File: config.mk
export PLATFORM = sky130hd
export DESIGN_NAME = vend_controller
export DESIGN_NICKNAME = d
export VERILOG_FILES = /design/src/rtl/vend_pkg.sv /design/src/rtl/vend_hold_timer.sv /design/src/rtl/vend_controller.sv
export SDC_FILE = /design/constraint.sdc
export NUM_CORES = 1
export LEC_CHECK = 0
export BUFFER_PORTS_ARGS = -buffer_cell sky130_fd_sc_hd__buf_2
export CAP_MARGIN = 40
export CORE_MARGIN = 4
export CORE_UTILIZATION = 55
export DETAILED_ROUTE_END_ITERATION = 8
export GPL_ROUTABILITY_DRIVEN = 1
export PLACE_DENSITY_LB_ADDON = 0.15
export REMOVE_ABC_BUFFERS = 1
export SLEW_MARGIN = 20
export SYNTH_ARGS = -nofsm -noshare
export SYNTH_HDL_FRONTEND = slang
export SYNTH_HIERARCHICAL = 1
export SYNTH_SLANG_ARGS = --single-unit
File: constraint.sdc
create_clock -name clk -period 3.8 [get_ports clk]
set_input_delay 0.76 -clock clk [delete_from_list [all_inputs] [get_ports clk]]
set_output_delay 0.76 -clock clk [all_outputs]
set_load 0.02 [all_outputs]
File: src/rtl/vend_pkg.sv
// rtl/vend_pkg.sv - shared types and coin valuation for the vending controller
package vend_pkg;

  typedef enum logic [1:0] {
    NONE    = 2'b00,
    NICKEL  = 2'b01,
    DIME    = 2'b10,
    QUARTER = 2'b11
  } coin_code_e;

  typedef enum logic [1:0] {
    COLLECT = 2'b00,
    VEND    = 2'b01,
    CHANGE  = 2'b10
  } state_e;

  // Coin value in nickel units; NONE is worth nothing.
  function automatic logic [2:0] coin_value(coin_code_e code);
    case (code)
      NICKEL:  coin_value = 3'd1;
      DIME:    coin_value = 3'd2;
      QUARTER: coin_value = 3'd5;
      default: coin_value = 3'd0;
    endcase
  endfunction

endpackage

File: src/rtl/vend_hold_timer.sv
// rtl/vend_hold_timer.sv - loadable down-counter with done flag for the dispense hold
module vend_hold_timer #(
  parameter int W = 2
) (
  input  logic         clk,
  input  logic         rst_n,
  input  logic         load,
  input  logic [W-1:0] load_val,
  output logic         done
);

  logic [W-1:0] count;

  always_ff @(posedge clk or negedge rst_n) begin
    if (!rst_n) begin
      count <= '0;
    end else if (load) begin
      count <= load_val;
    end else if (count != '0) begin
      count <= count - 1'b1;
    end
  end

  assign done = (count == '0);

endmodule

File: src/rtl/vend_controller.sv
// rtl/vend_controller.sv - coin collect / vend / change FSM for the vending machine
module vend_controller
  import vend_pkg::*;
#(
  parameter int PRICE           = 5,
  parameter int MAX_CREDIT      = 15,
  parameter int DISPENSE_CYCLES = 4,
  localparam int CW             = $clog2(MAX_CREDIT + 1)
) (
  input  logic          clk,
  input  logic          rst_n,
  input  logic          coin_valid,
  input  logic [1:0]    coin_code,
  input  logic          cancel,
  input  logic          change_ack,
  output logic          dispense,
  output logic          change_valid,
  output logic          coin_reject,
  output logic [CW-1:0] credit,
  output logic          busy
);

  localparam int TW = (DISPENSE_CYCLES > 1) ? $clog2(DISPENSE_CYCLES) : 1;

  state_e      state;
  logic        coin_in;
  logic [CW:0] n_sum;
  logic        over_max;
  logic        reach_price;
  logic        timer_load;
  logic        timer_done;

  // One extra bit so an overflowing coin is caught instead of wrapping.
  assign coin_in     = coin_valid && (coin_code != 2'b00);
  assign n_sum       = {1'b0, credit} + (CW+1)'(coin_value(coin_code_e'(coin_code)));
  assign over_max    = n_sum > (CW+1)'(MAX_CREDIT);
  assign reach_price = n_sum >= (CW+1)'(PRICE);
  assign timer_load  = (state == COLLECT) && !cancel && coin_in && !over_max && reach_price;

  vend_hold_timer #(
    .W(TW)
  ) u_hold_timer (
    .clk      (clk),
    .rst_n    (rst_n),
    .load     (timer_load),
    .load_val (TW'(DISPENSE_CYCLES - 1)),
    .done     (timer_done)
  );

  always_ff @(posedge clk or negedge rst_n) begin
    if (!rst_n) begin
      state        <= COLLECT;
      credit       <= '0;
      dispense     <= 1'b0;
      change_valid <= 1'b0;
      coin_reject  <= 1'b0;
      busy         <= 1'b0;
    end else begin
      coin_reject <= 1'b0;
      case (state)
        COLLECT: begin
          if (cancel) begin
            coin_reject <= coin_in;
            if (credit != '0) begin
              state        <= CHANGE;
              change_valid <= 1'b1;
              busy         <= 1'b1;
            end
          end else if (coin_in) begin
            if (over_max) begin
              coin_reject <= 1'b1;
            end else if (reach_price) begin
              credit   <= CW'(n_sum - (CW+1)'(PRICE));
              state    <= VEND;
              dispense <= 1'b1;
              busy     <= 1'b1;
            end else begin
              credit <= n_sum[CW-1:0];
            end
          end
        end
        VEND: begin
          coin_reject <= coin_in;
          if (timer_done) begin
            dispense <= 1'b0;
            if (credit != '0) begin
              state        <= CHANGE;
              change_valid <= 1'b1;
            end else begin
              state <= COLLECT;
              busy  <= 1'b0;
            end
          end
        end
        CHANGE: begin
          coin_reject <= coin_in;
          if (change_valid && change_ack) begin
            credit <= credit - 1'b1;
            if (credit == CW'(1)) begin
              change_valid <= 1'b0;
              state        <= COLLECT;
              busy         <= 1'b0;
            end
          end
        end
        default: begin
          state        <= COLLECT;
          dispense     <= 1'b0;
          change_valid <= 1'b0;
          busy         <= 1'b0;
        end
      endcase
    end
  end

endmodule

* Yosys cells after proc, flatten, opt, wreduce, memory -nomap -nowiden
Cells that the tools add are included.
** Storage, ports and cells
- Flip-flop bits (word level) :: 12
- Bits of input ports :: 7
** Cells by class
- $add $sub $neg :: 4
- Order comparisons :: 2
- Eq/ne operators :: 19
- Multiplexer cells :: 40
- Bitwise gates (word level) :: 1
- Reduce and logical (&&, ||, !) cells :: 21
** Operators with widths (count)
- two-way mux 2 bit :: 11
- two-way mux 4 bit :: 5
- inequality test 2 bit (second input constant) :: 9
- two-way mux 1 bit :: 17
- inequality test 3 bit (second input constant) :: 3
- case mux 1 bit (3 select lines) :: 3
- case mux 3 bit (3 select lines) :: 1
- case mux 4 bit (2 select lines) :: 1
- AND reduction 8 bit :: 1
- nonzero test 2 bit :: 4
- AND reduction 7 bit :: 1
- equality test 2 bit (second input constant) :: 3
- logical AND 1 bit :: 6
- case mux 2 bit (3 select lines) :: 1
- AND reduction 6 bit :: 1
- adder 4 x 3 -> 5 bit :: 1
- >= comparator 5 x 3 -> 1 bit (second input constant) :: 1
- > comparator 5 x 4 -> 1 bit (second input constant) :: 1
- AND reduction 5 bit :: 1
- equality test 2 x 1 -> 1 bit (second input constant) :: 2
- equality test 4 x 1 -> 1 bit (second input constant) :: 1
- zero test 2 bit :: 2
- AND reduction 4 bit :: 1
- nonzero test 4 bit :: 1
- other kinds (8) :: 9

* Longest topological paths before layout
- Word-level depth :: 9
- Gate-level depth with buffers :: 11

* Hierarchy
Netlist, hierarchy kept.
** Modules (own cells, without submodules)
- vend_controller :: times used 1, cells each 124, area an instance 1112.3 um^2, seq. area each 250.2 um^2
- vend_hold_timer :: times used 1, cells each 12, area an instance 113.9 um^2, seq. area each 50.0 um^2

* Least setup slack after synthesis
No wires, ideal clock.
- Path kind :: input -> register
- Start :: input coin_code[0]
- End :: register credit[0]
- Library setup time :: 0.124 ns
- Arrival :: 3.076 ns
- Data required time :: 3.676 ns
- Slack :: 0.600 ns
- Stages on the path :: 10
- Path buffers :: 1
- Cell sequence :: clkbuf_1 -> ha_1 -> fa_1 -> ha_1 -> and3b_4 -> and4bb_4 -> a41oi_4 -> a31oi_4 -> or2_4 -> a211o_1
** On the way
- Word-level cells in the longest chain between the ends :: 9
- Elaborated cells on any way between the ends :: 18
** Ends and longest elaborated chain
- start, declared :: RTL line vend_controller.sv:13 : input logic [1:0] coin_code,
- equality test 2 bit / equality test 2 x 1 -> 1 bit (equally long branches) :: RTL line vend_pkg.sv:19 : case (code)
- case mux 3 bit (3 select lines) :: RTL line vend_pkg.sv:19
- adder 4 x 3 -> 5 bit :: RTL line vend_controller.sv:35 : assign n_sum = {1'b0, credit} + (CW+1)'(coin_value(coin_code_e'(coin_code)));
- subtractor 4 x 3 -> 4 bit / >= comparator 5 x 3 -> 1 bit (equally long branches) :: RTL line vend_controller.sv:73, vend_controller.sv:37
- two-way mux 4 bit :: RTL line vend_controller.sv:72 : end else if (reach_price) begin
- two-way mux 4 bit :: RTL line vend_controller.sv:70 : if (over_max) begin
- two-way mux 4 bit :: RTL line vend_controller.sv:69 : end else if (coin_in) begin
- two-way mux 4 bit :: RTL line vend_controller.sv:62 : if (cancel) begin
- case mux 4 bit (2 select lines) :: RTL line vend_controller.sv:60 : case (state)
- end signal, assigned :: RTL line vend_controller.sv:73 : credit <= CW'(n_sum - (CW+1)'(PRICE));
- end signal, assigned :: RTL line vend_controller.sv:78 : credit <= n_sum[CW-1:0];
- end signal, assigned :: RTL line vend_controller.sv:98 : credit <= credit - 1'b1;
- end, declared :: RTL line vend_controller.sv:19 : output logic [CW-1:0] credit,
Parallel ways exist; a longest one is shown, timed or not. The select of a mux whose other input is x is not followed.
A chain may end at the register's enable or synchronous reset.

* Worst setup path after layout
- Start :: input coin_code[0]
- End :: register u_hold_timer.count[0]
** On the way
- Word-level cells in the longest chain between the ends :: 8
- Elaborated cells on any way between the ends :: 15
** Ends and longest elaborated chain
- equality test 2 bit / equality test 2 x 1 -> 1 bit (equally long branches) :: RTL line vend_pkg.sv:19
- case mux 3 bit (3 select lines) :: RTL line vend_pkg.sv:19
- adder 4 x 3 -> 5 bit :: RTL line vend_controller.sv:35
- > comparator 5 x 4 -> 1 bit :: RTL line vend_controller.sv:36 : assign over_max = n_sum > (CW+1)'(MAX_CREDIT);
- zero test 1 bit :: RTL line vend_controller.sv:38 : assign timer_load = (state == COLLECT) && !cancel && coin_in && !over_max && reach_price;
- logical AND 1 bit :: RTL line vend_controller.sv:38
- logical AND 1 bit (*) :: RTL line vend_controller.sv:38
- net timer_load :: RTL line vend_controller.sv:30 : logic timer_load;
- two-way mux 2 bit / nonzero test 2 bit (equally long branches)
- end signal, assigned :: RTL line vend_hold_timer.sv:18 : count <= load_val;
- end signal, assigned :: RTL line vend_hold_timer.sv:20 : count <= count - 1'b1;
- end, declared :: RTL line vend_hold_timer.sv:12 : logic [W-1:0] count;
Mark *: on every way through the listed nets, which the timed path passes. The rest lies on a longest branch.

==> qor.yml <==
cp_max_fo: 5
ant_nets: 0
synth_ff_type: "dfrtp_1"
viasPerCell: 6.05
cts_resized: 0
area_growth_pct: 11.1
vias: 1089
status: "completed"
antenna_found_initial: 0
synthesis.area_um2: 1230
power_density_nw_per_um2: 967
hold_buffers: 0
drtIter0Drc: 28
yosysTopAreaCell: "dfrtp_1"
post_drt_wl_per_cell_um: 15.4
drive_above_1_share_pct: 20.9
hp-class: "primary input to asynchronous set/reset pin"
num_antenna_cells: 0
gr-usage-met2_pct: 31.4
first_pass_iters: 4
max-slew-margin-rel_pct: 63.2
synth_cell_types: 51
place_ws_ps: 340
fin_crit_sh_pct: 82.8
peakVddDrop_v: 0.000620
rows: 16
start_util_pct: 60.0
avgSynthCellArea_um2: 9.02
place_congestion: 0.882
dieArea_um2: 3050
clock-sinks: 12
yosys-top-cells-area: "dfrtp_1 (24%), ha_1 (14%), a21oi_1 (3.7%)"
synth.top_cell.area_share_pct: 24.5
wirelength_um: 2770
instances_no_fill: 180
setup_slack_ps: 652
synth_warnings: 6
synth.ff_latch_count: 12
synth-edff-count: 0
drc: 0
numCtsBuffers: 3
die_h_um: 55.2
syn_inst: 136
rrSetupSlack_ps: 720
leakage_nw: 0.635
crit_path_start: "coin_code[0]"
dp_hpwl_um: 2100
holdWs_ps: 342
clk_path_buf_depth: 2
async_reset_ff_share_pct: 100
start_kind: "primary input"
tritoncts: "built"
final_nets: 176
globalRouteMet3Util_pct: 3.96
grt_pass1_wl_um: 4820
grtUsageMet1_pct: 24.9
tightestPinTransition_ps: 552
track_usage_pct: 19.3
regToRegStartpoint: "credit[0]$_DFFE_PN0P_"
cts_root_buf: "clkbuf_4"
busiest_layer: "met2"
cp-end-kind: "flop"
grt_max_degree: 13
cap_violations: 0
fillers: 178
tns_ps: 0
multiInputGateArea_um2: 877
grt_pass1_vias: 1075
cp.arrival_ps: 3290
setup_viol: 0
layout_common_cells: "ha_1 (14), buf_2 (14), inv_1 (12), dfrtp_1 (12), nor2_1 (10)"
die_w_um: 55.2
htree_levels: 1
clkSlewWorstSetupHoldPaths_ps: 80
core_um2: 2040
r2r_end: "u_hold_timer/count[0]$_DFFE_PN0P_"
boundaryPins: 15
worstSkewPairLatency_ps: 280
max_freq_ghz: 0.318
final_util_pct: 66.7
final-seq-area_um2: 300
fin_crit_ps: 3150
synth-seq-area-share_pct: 24.5
critical_path_required_ps: 3940
postCtsSetupBuffers: 0
grt_overflow: 0
numPortBuffers: 14
dp_cells: 176
critical_path_class: "primary input to flop"
rsz0062_at_grt: "false"
reg2reg_depth: 9
slew_viol_final: 0
hold_violations: 0
skew_ps: 5.20
-- synthesized netlist by cell type, types with 2 or more instances --
cell      instances
a211o_1           2
a21oi_1           9
a31oi_1           3
and2_1            2
and3_1            2
clkbuf_1          2
dfrtp_1          12
ha_1             14
inv_1            12
mux2i_1           3
nand2_1           7
nand3_1           8
nor2_1           10
nor2b_1           3
nor3_1            4
nor4_1            2
o21ai_0           4
o32a_1            2
or2_4             2
xor2_1            2
-- where the power goes --
group	switching [mW]	leakage (nW)	internal [mW]
sequential	0.0735	0.148	0.191
combinational	0.549	0.466	0.399
clock	0.0468	0.0210	0.0583
-- per-layer routing --
metal  part of all wire (%)  routed length [µm]
met1                     46                1270
met5                      0                   0
met3                    5.4                 149
met4                    2.0                  55
met2                     47                1290
-- sequential cells by signal (all words and copies together) (netlist names) --
signal	flops
busy	1
change_valid	1
coin_reject	1
credit	4
dispense	1
state	2
u_hold_timer/count	2
-- logic make-up (layout without fill, tap and decap cells) --
kind of cell	Yosys count	count (layout)	share of synthesized area (%)
muxes	3	3	2.45
and+or+nand+nor	50	50	24.5
other	1	2	0.306
buffers and inverters	14	30	4.29
AOI/OAI and AO/OA	38	38	25.9
xor gates and xnor gates	3	3	2.14
DFF	12	12	24.5
adders and majority gates	15	15	15.9
-- metrics by stage --
step | power (mW) | area, µm²
3_5_place_dp | 1.20 | 1330
4_1_cts | 1.31 | 1360
3_3_place_gp | 1.17 | 1330
2_1_floorplan | 0.993 | 1220
5_1_grt | 1.44 | 1360
6_report | 1.32 | 1360
-- worst max path at each step --
| stage | endpoint | slack (ps) | depth (start not counted) |
|---|---|---|---|
| final | u_hold_timer/count[0]$_DFFE_PN0P_ | 650 | 10 |
| after floorplan | credit[0]$_DFFE_PN0P_ | 680 | 9 |
| after detailed placement | u_hold_timer/count[0]$_DFFE_PN0P_ | 340 | 10 |
| after global placement | credit[0]$_DFFE_PN0P_ | 480 | 10 |
| after CTS | u_hold_timer/count[0]$_DFFE_PN0P_ | 640 | 10 |
| after global routing | u_hold_timer/count[0]$_DFFE_PN0P_ | 420 | 10 |
-- critical path, stage by stage --
cell	delay, ps
buf_2	120
ha_1	240
fa_1	590
ha_1	170
and3b_4	220
and4bb_4	210
a41oi_4	230
nand3_1	210
nor3_1	340
o21ai_0	190
-- cell type report --
| class | instances | area share [%] |
|---|---|---|
| Clock buffer | 4 | 2.66 |
| Inverter | 12 | 3.31 |
| Multi-Input combinational cell | 111 | 64.4 |
| Sequential cell | 12 | 22.0 |
| Tap cell | 27 | 2.48 |
| Timing Repair Buffer | 14 | 5.14 |
(Power assumes the default switching activity.)
